## src/rtl/me_job_sched.sv

```systemverilog
// Round-robin job sequencer sharing one modular-exponentiation engine
// between two requesters: grant, start, stream operands, collect results.
module me_job_sched #(
    parameter int K         = 128,
    parameter int N         = 32,
    parameter int START_GAP = 10,
    parameter int TIMEOUT   = 65535
) (
    input  logic                 clk,
    input  logic                 rst_n,
    input  logic [1:0]           req,
    output logic [1:0]           gnt,
    output logic                 op_rd_en,
    output logic [$clog2(N)-1:0] op_rd_idx,
    input  logic [K-1:0]         op_x,
    input  logic [K-1:0]         op_y,
    output logic                 me_start,
    output logic [K-1:0]         me_x,
    output logic                 me_x_valid,
    output logic [K-1:0]         me_y,
    output logic                 me_y_valid,
    input  logic [K-1:0]         me_result,
    input  logic                 me_valid,
    output logic [K-1:0]         res_data,
    output logic                 res_valid,
    output logic [$clog2(N)-1:0] res_idx,
    output logic                 res_sel,
    output logic                 job_done,
    output logic                 job_err
);

    localparam int IW   = $clog2(N);
    localparam int CW_T = $clog2(TIMEOUT + 1);
    localparam int CW_S = $clog2(N + 2);
    localparam int CW_G = $clog2(START_GAP + 1);
    localparam int CW_A = (CW_T > CW_S) ? CW_T : CW_S;
    localparam int CW   = (CW_A > CW_G) ? CW_A : CW_G;

    typedef enum logic [2:0] {
        S_IDLE,
        S_START,
        S_GAP,
        S_STREAM,
        S_WAIT,
        S_COLLECT,
        S_DONE
    } state_t;

    state_t        state_q, state_d;
    logic [CW-1:0] cnt_q, cnt_d;
    logic [1:0]    gnt_q, gnt_d;
    logic          sel_q, sel_d;
    logic          rr_q, rr_d;
    logic          err_q, err_d;
    logic          rd_q, rd_d;
    logic          xv_q, xv_d;
    logic [K-1:0]  mx_q, mx_d;
    logic [K-1:0]  my_q, my_d;
    logic          rv_q, rv_d;
    logic [K-1:0]  rdat_q, rdat_d;
    logic [IW-1:0] ridx_q, ridx_d;

    logic          rd_now;
    logic          pad_now;

    assign rd_now  = (state_q == S_STREAM) && (cnt_q < CW'(N));
    assign pad_now = (state_q == S_STREAM) && (cnt_q == CW'(N + 1));

    always_comb begin
        state_d = state_q;
        cnt_d   = cnt_q;
        gnt_d   = gnt_q;
        sel_d   = sel_q;
        rr_d    = rr_q;
        err_d   = err_q;
        rv_d    = 1'b0;
        rdat_d  = rdat_q;
        ridx_d  = ridx_q;
        unique case (state_q)
            S_IDLE: begin
                if (|req) begin
                    sel_d   = (req[0] && req[1]) ? rr_q : req[1];
                    gnt_d   = sel_d ? 2'b10 : 2'b01;
                    rr_d    = ~sel_d;
                    err_d   = 1'b0;
                    cnt_d   = '0;
                    state_d = S_START;
                end
            end
            S_START: begin
                cnt_d   = '0;
                state_d = (START_GAP == 0) ? S_STREAM : S_GAP;
            end
            S_GAP: begin
                if (cnt_q == CW'(START_GAP - 1)) begin
                    cnt_d   = '0;
                    state_d = S_STREAM;
                end else begin
                    cnt_d = cnt_q + 1'b1;
                end
            end
            S_STREAM: begin
                // N reads, N in-flight words, then one zero pad word
                if (pad_now) begin
                    cnt_d   = '0;
                    state_d = S_WAIT;
                end else begin
                    cnt_d = cnt_q + 1'b1;
                end
            end
            S_WAIT: begin
                if (me_valid) begin
                    rv_d    = 1'b1;
                    rdat_d  = me_result;
                    ridx_d  = '0;
                    cnt_d   = CW'(1);
                    state_d = (N == 1) ? S_DONE : S_COLLECT;
                end else if (cnt_q == CW'(TIMEOUT - 1)) begin
                    err_d   = 1'b1;
                    state_d = S_DONE;
                end else begin
                    cnt_d = cnt_q + 1'b1;
                end
            end
            S_COLLECT: begin
                if (me_valid) begin
                    rv_d   = 1'b1;
                    rdat_d = me_result;
                    ridx_d = IW'(cnt_q);
                    cnt_d  = cnt_q + 1'b1;
                    if (cnt_q == CW'(N - 1)) begin
                        state_d = S_DONE;
                    end
                end else begin
                    err_d   = 1'b1;
                    state_d = S_DONE;
                end
            end
            S_DONE: begin
                gnt_d   = 2'b00;
                state_d = S_IDLE;
            end
            default: begin
                state_d = S_IDLE;
            end
        endcase
    end

    always_comb begin
        rd_d = rd_now;
        xv_d = rd_q | pad_now;
        mx_d = rd_q ? op_x : '0;
        my_d = rd_q ? op_y : '0;
    end

    always_ff @(posedge clk or negedge rst_n) begin
        if (!rst_n) begin
            state_q <= S_IDLE;
            cnt_q   <= '0;
            gnt_q   <= 2'b00;
            sel_q   <= 1'b0;
            rr_q    <= 1'b0;
            err_q   <= 1'b0;
            rd_q    <= 1'b0;
            xv_q    <= 1'b0;
            mx_q    <= '0;
            my_q    <= '0;
            rv_q    <= 1'b0;
            rdat_q  <= '0;
            ridx_q  <= '0;
        end else begin
            state_q <= state_d;
            cnt_q   <= cnt_d;
            gnt_q   <= gnt_d;
            sel_q   <= sel_d;
            rr_q    <= rr_d;
            err_q   <= err_d;
            rd_q    <= rd_d;
            xv_q    <= xv_d;
            mx_q    <= mx_d;
            my_q    <= my_d;
            rv_q    <= rv_d;
            rdat_q  <= rdat_d;
            ridx_q  <= ridx_d;
        end
    end

    assign gnt        = gnt_q;
    assign op_rd_en   = rd_now;
    assign op_rd_idx  = rd_now ? IW'(cnt_q) : '0;
    assign me_start   = (state_q == S_START);
    assign me_x       = mx_q;
    assign me_y       = my_q;
    assign me_x_valid = xv_q;
    assign me_y_valid = xv_q;
    assign res_data   = rdat_q;
    assign res_valid  = rv_q;
    assign res_idx    = ridx_q;
    assign res_sel    = sel_q;
    assign job_done   = (state_q == S_DONE);
    assign job_err    = (state_q == S_DONE) && err_q;

endmodule

```

## config.mk

```make
export PLATFORM = sky130hd
export DESIGN_NAME = me_job_sched
export DESIGN_NICKNAME = d
export VERILOG_FILES = /design/src/rtl/me_job_sched.sv
export SDC_FILE = /design/constraint.sdc
export NUM_CORES = 1
export LEC_CHECK = 0
export ABC_CLOCK_PERIOD_IN_PS = 2900
export CAP_MARGIN = 20
export CORE_AREA = 2 2 305 307
export DETAILED_ROUTE_END_ITERATION = 12
export DIE_AREA = 0 0 307 309
export GPL_ROUTABILITY_DRIVEN = 0
export SETUP_SLACK_MARGIN = 0.2
export SYNTH_ARGS = -nofsm -noshare
export SYNTH_HDL_FRONTEND = slang
export SYNTH_SLANG_ARGS = --single-unit
```

## constraint.sdc

```tcl
create_clock -name clk -period 2.9 [get_ports clk]
set_input_delay 0.58 -clock clk [delete_from_list [all_inputs] [get_ports clk]]
set_output_delay 0.58 -clock clk [all_outputs]
set_load 0.05 [all_outputs]
```

==> reports/qor.csv <==
stage;metric;value;unit
cts;Reg clk slew, reported paths;0.06;ns
worst_hold_path;HP Class;flip-flop to flip-flop;
timing;fin crit share;96.0;%
power;Pint;15.2;mW
outcome;status;finished, final reports clean;
timing;RSZ-0062 raised after global routing;true;
timing;fin. max-slew vios;0;
timing;setup slack after layout;0.115;ns
cts;Max H-tree Level;2;
synth;Synth Area per Inst;11.5;sq um
cts;CTS Root Cell;clkbuf_16;
route;DR WL/cell;20.0;um
place;Detailed Place HPWL;51300;um
power;Sw Share;43.2;%
worst_setup_path;WS Path Type;flip-flop to output pin;
die;Initial Util;16.3;%
synth;Synth Instances;1295;
route;top layer in use;met5;
route;Post-DRT Antenna Nets;0;
place;IO Port Bufs;792;
cts;clock tree sinks;416;
synth;Post-synth ARST share;100;%
die;Std-Cell Rows;111;
worst_setup_path;Worst path slowest cell;dfrtp_1;
timing;Max Clock Freq;0.359;GHz
place;DP Worst Slack;0.478;ns
power;Psw;11.6;mW
power;Comb pwr share;44.8;%
synth;top_reg_cell synth;dfrtp_1;
route;DRT iter0 DRCs;613;
route;Post-route DRC;0;
route;DR vias;12155;
timing;clk_skew;0.0141;ns
die;die area;94900;sq um
synth;Syn. warnings;0;
power;Clk pwr share;24.4;%
power;Lkg Pwr;11.8;nW
synth;flop and latch count out of synthesis;416;
route;WL final;66700;um
power;maximum vdd drop;475;uV
worst_setup_path;CP arrival;2.21;ns
die;core area;91400;sq um
global_routing;largest net degree at the start of global routing;134;
timing;hold violation total from the final report;0;
route;met3 WL post-DR;8800;um
synth;Yosys top cell area share;70.1;%
cts;TritonCTS clock tree;built;
route;DRT Pass-1 Iters;5;
route;vias per inst;3.64;
timing;minimum clock period after layout;2.79;ns
synth;area leader, netlist;dfrtp_1;
route;met2 WL post-DR;32300;um
synth;syn nets;1688;
global_routing;initial antenna violation count;28;
synth;most common cell in the synthesized netlist;dfrtp_1;
global_routing;GRT overflow;0;
layout;net total in the final layout;2502;
die;IO Pins;793;
die;die height;309;um
worst_setup_path;longest individual stage delay on the worst path;0.42;ns
synth;Cell Area, Synth;14900;sq um
route;Met1 Wirelength;23600;um
layout;share of cells above drive strength 1;8.06;%
synth;Netlist cell types;45;
worst_setup_path;CP max FO;4;
cts;Num CTS Buffers;51;
place;DP Area;24400;sq um
synth;synth cell count leaders;dfrtp_1, nand2_1, and2_1;
worst_setup_path;critical path cell sequence;nor4_2 > nand3_1 > buf_6 > buf_4 > nor4_4 > buf_12;
timing;total negative slack;0;ns
power;total chip power;26.8;mW
run;maxcap violations;0;
worst_setup_path;nature of the critical path endpoint;output pin;
power;pwr/cell area;1020;nW/um^2
power;Seq pwr share;30.7;%
layout;post-route cell area;26200;sq um
global_routing;GRT Total Usage;13.6;%
synth;number of synthesized flops with an enable pin;0;
worst_setup_path;Worst EP required;2.32;ns
synth;sequential area share after synthesis;70.1;%
global_routing;vias in the first global route;12847;
timing;Setup violations, final;0;
timing;Hold WS;0.469;ns
layout;synth-to-layout area growth;76.5;%
cts;Clk Latency, worst-skew pair;0.61;ns
worst_setup_path;Startpoint Class;flip-flop;
cts;Clock Path Buffers;3;
timing;Worst-Margin Slew;0.761;ns
global_routing;first-pass GRT wire length;92600;um
timing;Rel. slew slack;49.3;%
die;DIE WIDTH;307;um
synth;main area contributors after synthesis;dfrtp_1, and2_1, nand2_1;
## cell usage in the layout, fill, tap and decap left out, types with 3 or more instances in the layout
| master | count |
|---|---|
| clkdlybuf4s50_1 | 777 |
| nand2_1 | 411 |
| dfrtp_1 | 410 |
| and2_1 | 257 |
| clkbuf_16 | 52 |
| buf_4 | 32 |
| buf_12 | 15 |
| nand3_1 | 14 |
| o31ai_1 | 14 |
| a21oi_1 | 13 |
| nor2_1 | 11 |
| clkbuf_8 | 10 |
| diode_2 | 8 |
| clkbuf_1 | 8 |
| o21ai_0 | 7 |
| or4_1 | 7 |
| a21oi_2 | 7 |
| clkinv_2 | 7 |
| inv_1 | 5 |
| or4_4 | 5 |
| dfrtp_2 | 5 |
| nor2b_1 | 4 |
| or3_1 | 4 |
| ha_1 | 4 |
| bufinv_16 | 4 |
| clkinvlp_4 | 4 |
| nor3b_1 | 3 |
| and2_4 | 3 |
| and4_1 | 3 |
| and3_1 | 3 |
| nand4_1 | 3 |
| nor3_1 | 3 |
| inv_6 | 3 |
## cells by family (layout without fill, tap and decap cells)
kind of cell,Yosys count,after routing,synth area share [%]
flip-flops,416,416,70.1
adder cells (fa/ha/maj),4,4,0.337
other,0,8,0
buffers and inverters,76,928,2.40
AO/OA/AOI/OAI,51,51,2.41
AND/OR/NAND/NOR,748,748,24.8
## final cells by class
type                            instances  area, sq um
Clock inverter                         21          245
Sequential cell                       416        10400
Timing Repair Buffer                  830         8390
Fill cell                            9476        65200
Inverter                                7         28.8
Clock buffer                           70         1470
Antenna cell                            8         20.0
Multi-Input combinational cell        803         4170
Tap cell                             1186         1480
## what timing repair did
| item | in CTS | in global routing |
|---|---|---|
| endpoints found under the hold margin | 12 | 0 |
| pin swaps | 3 | 2 |
| setup endpoints to repair | 9 | 7 |
| setup buffers | 6 | 0 |
| gates resized for setup | 23 | 2 |
| hold buffers | 1 | 0 |
| gates cloned | 0 | 0 |
## metal layers
| metal | global-route usage, % | vias to the layer above |
|---|---|---|
| met5 | 0 | - |
| met4 | 4.57 | 24 |
| met3 | 7.97 | 114 |
| met2 | 22.5 | 527 |
| met1 | 14.3 | 5806 |
| li1 | - | 5684 |
## registers in the layout (all words and copies together), names as in the netlist
signal and cells:
res_idx 5, gnt 2, rr_q 1, me_x_valid 1, me_y 128, state_q 3
me_x 128, res_data 128, err_q 1, res_valid 1, res_sel 1, rd_q 1
cnt_q 16
## path summary, 6_finish.rpt
path                                    from  slack (ns)  cells after the start             to
worst min-delay path            res_data[66]        0.47                      2   res_data[66]
worst max register to register      cnt_q[0]        0.60                      8      cnt_q[10]
worst min register to register  res_data[66]        0.47                      2   res_data[66]
max in group asynchronous              rst_n        1.53                      3       me_x[35]
worst max-delay path                cnt_q[6]        0.11                      6   op_rd_idx[0]
min in group asynchronous              rst_n        0.58                      2  res_data[110]
## metrics by stage
step | util [%] | std cells
after floorplan | - | 1295
after global placement | 26.7 | 3235
after detailed placement | 26.7 | 3235
after CTS | 28.7 | 3333
after global routing | 28.7 | 3336
final | 28.7 | 3341
## power groups by stage
stage          clock, mW  sequential, mW  combinational [mW]
2_1_floorplan          0            13.2                2.31
6_report            6.54            8.21                12.0
3_3_place_gp           0            8.28                12.1
3_5_place_dp           0            8.34                12.1
4_1_cts             6.83            8.26                12.1
5_1_grt             7.05            8.42                12.7
## critical path, delay by kind of cell (launching register included)
family | cells | cell delay (ns)
simple gates | 3 | 0.70
buf+inv | 3 | 0.46
flops | 1 | 0.42
(Power assumes the default switching activity.)
